==> src/rtl/uart_rx.sv <==
// UART receiver: 16x oversampled, 8N1 framing with sticky error flags and a one-byte holding register.
// Define UART_RX_PARITY_EN to add an even-parity bit (8E1) and enable the parity_err flag.
module uart_rx (
  input  logic       sysclk,
  input  logic       reset,
  input  logic       sam_clk,
  input  logic       rx,
  input  logic       rx_ack,
  output logic [7:0] rx_data,
  output logic       rx_valid,
  output logic       frame_err,
  output logic       parity_err,
  output logic       overrun,
  output logic       busy
);

`ifdef UART_RX_PARITY_EN
  typedef enum logic [2:0] {IDLE, START, DATA, PARITY, STOP} state_t;
`else
  typedef enum logic [1:0] {IDLE, START, DATA, STOP} state_t;
`endif

  state_t     state, state_nxt;
  logic [3:0] cnt, cnt_nxt;
  logic [2:0] idx, idx_nxt;
  logic [7:0] shift, shift_nxt;
  logic       armed;
  logic       accept;
  logic       frame_fail;
`ifdef UART_RX_PARITY_EN
  logic       parity_fail;
`endif

  // Both inputs cross from other clock domains; the extra sam_clk stage feeds edge detection.
  logic [1:0] rx_sync;
  logic [2:0] sam_sync;
  logic       rx_s;
  logic       sam_tick;

  // NOTE: registers use non-blocking assignments so every flop samples pre-edge values.
  always_ff @(posedge sysclk or posedge reset) begin
    if (reset) begin
      rx_sync  <= 2'b11;
      sam_sync <= 3'b000;
    end else begin
      rx_sync  <= {rx_sync[0], rx};
      sam_sync <= {sam_sync[1:0], sam_clk};
    end
  end

  assign rx_s     = rx_sync[1];
  assign sam_tick = sam_sync[1] & ~sam_sync[2];
  assign busy     = (state != IDLE);

  always_ff @(posedge sysclk or posedge reset) begin
    if (reset) begin
      state <= IDLE;
      cnt   <= 4'd0;
      idx   <= 3'd0;
      shift <= 8'h00;
    end else begin
      state <= state_nxt;
      cnt   <= cnt_nxt;
      idx   <= idx_nxt;
      shift <= shift_nxt;
    end
  end

  // NOTE: every always_comb output gets a default first so no path can infer a latch.
  always_comb begin
    state_nxt  = state;
    cnt_nxt    = cnt;
    idx_nxt    = idx;
    shift_nxt  = shift;
    accept     = 1'b0;
    frame_fail = 1'b0;
`ifdef UART_RX_PARITY_EN
    parity_fail = 1'b0;
`endif
    if (sam_tick) begin
      case (state)
        IDLE: begin
          if (armed && !rx_s) begin
            state_nxt = START;
            cnt_nxt   = 4'd0;
          end
        end
        START: begin
          if (cnt == 4'd7) begin
            cnt_nxt = 4'd0;
            if (!rx_s) begin
              state_nxt = DATA;
              idx_nxt   = 3'd0;
            end else begin
              state_nxt = IDLE;
            end
          end else begin
            cnt_nxt = cnt + 4'd1;
          end
        end
        DATA: begin
          cnt_nxt = cnt + 4'd1;
          if (cnt == 4'd15) begin
            shift_nxt[idx] = rx_s;
            idx_nxt        = idx + 3'd1;
            if (idx == 3'd7) begin
`ifdef UART_RX_PARITY_EN
              state_nxt = PARITY;
`else
              state_nxt = STOP;
`endif
            end
          end
        end
`ifdef UART_RX_PARITY_EN
        PARITY: begin
          cnt_nxt = cnt + 4'd1;
          if (cnt == 4'd15) begin
            parity_fail = ^{shift, rx_s};
            state_nxt   = STOP;
          end
        end
`endif
        STOP: begin
          cnt_nxt = cnt + 4'd1;
          if (cnt == 4'd15) begin
            state_nxt = IDLE;
            cnt_nxt   = 4'd0;
            if (rx_s) accept = 1'b1;
            else      frame_fail = 1'b1;
          end
        end
        default: state_nxt = IDLE;
      endcase
    end
  end

  // A bad stop bit disarms the receiver until the line has been seen idle again.
  always_ff @(posedge sysclk or posedge reset) begin
    if (reset)                  armed <= 1'b0;
    else if (frame_fail)        armed <= 1'b0;
    else if (sam_tick && rx_s)  armed <= 1'b1;
  end

  always_ff @(posedge sysclk or posedge reset) begin
    if (reset) begin
      rx_data   <= 8'h00;
      rx_valid  <= 1'b0;
      frame_err <= 1'b0;
      overrun   <= 1'b0;
    end else begin
      // An ack in the same cycle frees the holding register for the new byte.
      if (accept && (!rx_valid || rx_ack)) begin
        rx_data  <= shift;
        rx_valid <= 1'b1;
      end else if (rx_ack) begin
        rx_valid <= 1'b0;
      end

      if (accept && rx_valid && !rx_ack) overrun <= 1'b1;
      else if (rx_ack)                   overrun <= 1'b0;

      if (frame_fail)  frame_err <= 1'b1;
      else if (rx_ack) frame_err <= 1'b0;
    end
  end

`ifdef UART_RX_PARITY_EN
  always_ff @(posedge sysclk or posedge reset) begin
    if (reset)            parity_err <= 1'b0;
    else if (parity_fail) parity_err <= 1'b1;
    else if (rx_ack)      parity_err <= 1'b0;
  end
`else
  assign parity_err = 1'b0;
`endif

endmodule

==> config.mk <==
export PLATFORM = sky130hd
export DESIGN_NAME = uart_rx
export DESIGN_NICKNAME = d
export VERILOG_FILES = /design/src/rtl/uart_rx.sv
export SDC_FILE = /design/constraint.sdc
export NUM_CORES = 1
export LEC_CHECK = 0
export ABC_AREA = 1
export CAP_MARGIN = 20
export CELL_PAD_IN_SITES_DETAIL_PLACEMENT = 1
export CELL_PAD_IN_SITES_GLOBAL_PLACEMENT = 1
export CORE_MARGIN = 2
export CORE_UTILIZATION = 35
export DETAILED_ROUTE_END_ITERATION = 8
export GPL_TIMING_DRIVEN = 0
export PLACE_DENSITY_LB_ADDON = 0.1
export SYNTH_ARGS = -nofsm -noshare
export SYNTH_HDL_FRONTEND = slang
export SYNTH_SLANG_ARGS = --single-unit
==> constraint.sdc <==
create_clock -name sysclk -period 3.47 [get_ports sysclk]
set_clock_uncertainty 0.15 [all_clocks]
set_input_delay 0.8675 -clock sysclk [delete_from_list [all_inputs] [get_ports sysclk]]
set_output_delay 0.8675 -clock sysclk [all_outputs]
set_load 0.01 [all_outputs]
==> impl_results.md <==
* Total global routing track utilization at 0.154
* Leakage at ~0.93 nW
* Final setup margin at 0.929 ns
* Initial DRC count at 43
* Worst setup EP type: primary output
* Global-route wire length before repair at just under 6000 um
* Hold Path Depth at 0
* Hold path start: rx_sync[0]$_DFF_PP1_
* Min-Delay Path Class: reg2reg
* Rel. slew slack at 0.548
* Hold Slack at 0.209 ns
* Reg2reg start: cnt[1]$_DFFE_PP0P_
* Worst reg-to-reg path cell count at 8
* H-tree depth at 2
* Slew Limit Fails at 0
* Worst Path Class, Setup: reg2out
* TNS Setup at 0 ns
* Synth top area cells: dfrtp_1 52%, nand2_1 13%, nand3_1 7.1%
* Final Cycle Share at 0.732
* Yosys reg bits at 34
* Sink Count at 34
* Most common cell in the netlist: nand2_1
* Net Count, Synth at about 180
* First-pass DRT Iterations at 3
* Post-synthesis async set-or-reset flop share at 1.00
* Post-CTS Resized at 0
* Crit path DAT at between 1.5 and 2 ns
* Core Box Area at ~4300 sq um
* Maximum number of pins on one net before global-route repair at 21
* Clock-pin slew on the worst setup and hold paths at roughly 0.08 ns
* Final Hold Viols at 0
* Max_cap viols at 0
* Post-synth EDFFs at 0
* Die Y at slightly above 70 um
* Yosys cell types at 21
* Non-Filler Instances at around 250
* Post-synth top area share at 0.517
* Final Power at 0.000992 W
* Mux share of post-synthesis cell area at 0
* Vias at between 1000 and 1500
* Synth Warn # at 0
* Synth cell count leaders: 55 x nand2_1, 32 x dfrtp_1, 22 x nand3_1
* Largest family of logic cells by synthesized area: simple AND/OR/NAND/NOR gates
* # DRC at 0
* Setup repair bufs after CTS at 0
* Post-Syn Area per Cell at 8.79 sq um
* IO buf count at 16
* Dpl cells at 245
* Vias in the first global route at 1270
* Reg-to-reg setup timing slack at between 1.5 and 2 ns
* Pre-CTS setup slack at between 1 and 1.5 ns
* Starting Density at 0.360
* Seq/Total Area, Yosys at 0.551
* Simple-gate portion of the synthesized area at 0.295
* Average wire per standard cell at between 10 and 15 um
* Crit path time final at roughly 2.5 ns
* GR Overflow Total at 0
* Worst VDD drop at ~260 uV
* Initial antenna violation count at 0
* Row cnt at 24
* Post-route ant nets at 0
* Die area at slightly below 5000 sq um
* Ant. Diodes at 0
* Longest Clk Path Bufs at 2
* CTS tree: done
* Critical path launch point type: flop
* Status: finished, final reports clean
* Largest area contributor in the netlist: dfrtp_1
* Share of cells above drive strength 1 at 0.139
* Die X at slightly above 70 um
* Mapped Area at 1550 sq um
* Worst-Skew Late Latency at 0.29 ns
* Least-Margin Pin Slew at 0.678 ns
* Top Ports at 18
* Synth Area in Compound Gates at 0.0679
* Area Growth Syn to Fin at 22.2%
* Hold Path End: rx_sync[1]$_DFF_PP1_
* Worst-path fanout max at 5
* Power Dens Cells at 524 nW/um^2
* Final WL at 3320 um
* Adder-cell share of the synthesized area at 0.0243
* Worst r2r dst: shift[3]$_DFFE_PP0P_
* Data required, critical path at about 2.5 ns
* CTS Buf Count at 5
* RSZ-0062 raised after global routing: no
* GPL Wtd Cong at slightly above 0.7
* Endpoints failing setup at 0
* Fin nets at between 200 and 250
* Synth Area in XOR/XNOR at 0.00566
* Root Driver: clkbuf_8
* Top_reg_cell synth: dfrtp_1
* Vias/cell at approximately 4.7
* Hold-fix buffers at CTS at 0
* Fmax at roughly 0.4 GHz
* DP Wirelength at around 2500 um
* Syn Inst Count at approximately 180
## per-stage QoR
stage / utilization / cell area (sq um)
CTS: 0.441 / 1890
floorplan: - / 1550
finish: 0.441 / 1890
global placement: 0.413 / 1770
detailed placement: 0.419 / 1800
global route: 0.441 / 1890
## logic make-up (layout without fill, tap and decap cells)
kind of cell	count (synthesis)	count (layout)
DFF	34	34
adders and majority gates	3	3
other	1	1
and+or+nand+nor	95	95
xor gates and xnor gates	1	1
AOI/OAI and AO/OA	21	21
buffers and inverters	21	46
## cell type report
type	count	area (sq um)
clock inverter	1	5.00
multi-input combinational	121	612
tap	52	65.1
timing repair buffer	17	188
fill	506	2400
sequential	34	853
buffer	2	11.3
clock buffer	7	86.3
inverter	19	71.3
## worst max-delay path, stage by stage (launching register included)
cell and delay (ns):
dfrtp_1 0.44, nor2_1 0.25, inv_1 0.06, clkdlybuf4s50_1 0.48
## per-layer routing
layer,global-route usage,wire length [um],vias to the layer above
li1,-,-,607
met1,0.190,1560,554
met2,0.254,1560,18
met3,0.0317,110,8
met4,0.0833,84,0
met5,0,0,-
## registers in the layout, summed over array words and instances (netlist names), 2 cells and up, named ones only
| name | cells |
|---|---|
| rx_data | 8 |
| sam_sync | 3 |
| rx_sync | 2 |
| idx | 3 |
| shift | 8 |
| cnt | 4 |
## cells in the final DEF, fill, tap and decap left out
cell type and count:
nor2_4 2, nand3_1 22, dfrtp_1 32, nand3_4 1
a21oi_1 4, conb_1 1, nand2_4 2, buf_4 1
o21ai_0 1, nor2_8 1, clkbuf_8 6, clkinv_2 1
inv_2 6, dfstp_2 2, nor2_2 2, nand2_1 55
o21ai_1 16, xor2_1 1, clkdlybuf4s50_1 16, buf_16 1
clkbuf_1 2, nand2_2 3, ha_1 3, inv_1 13
nor2_1 7
## how the worst max path moves through the flow
stage | start | to | slack [ns] | depth (start not counted)
detailed placement | flop | busy | 1.24 | 3
global route | flop | busy | 0.83 | 3
global placement | reset | idx[1]$_DFFE_PP0P_ | 0.96 | 2
CTS | flop | busy | 0.92 | 3
floorplan | reset | asynchronous set/reset pin | 1.71 | 1
finish | flop | busy | 0.93 | 3
## power by group
| part | switching, W | internal [W] |
|---|---|---|
| clock | 0.000147 | 0.000160 |
| combinational | 0.000132 | 0.0000734 |
| sequential | 0.0000458 | 0.000433 |
(Power assumes the default switching activity.)
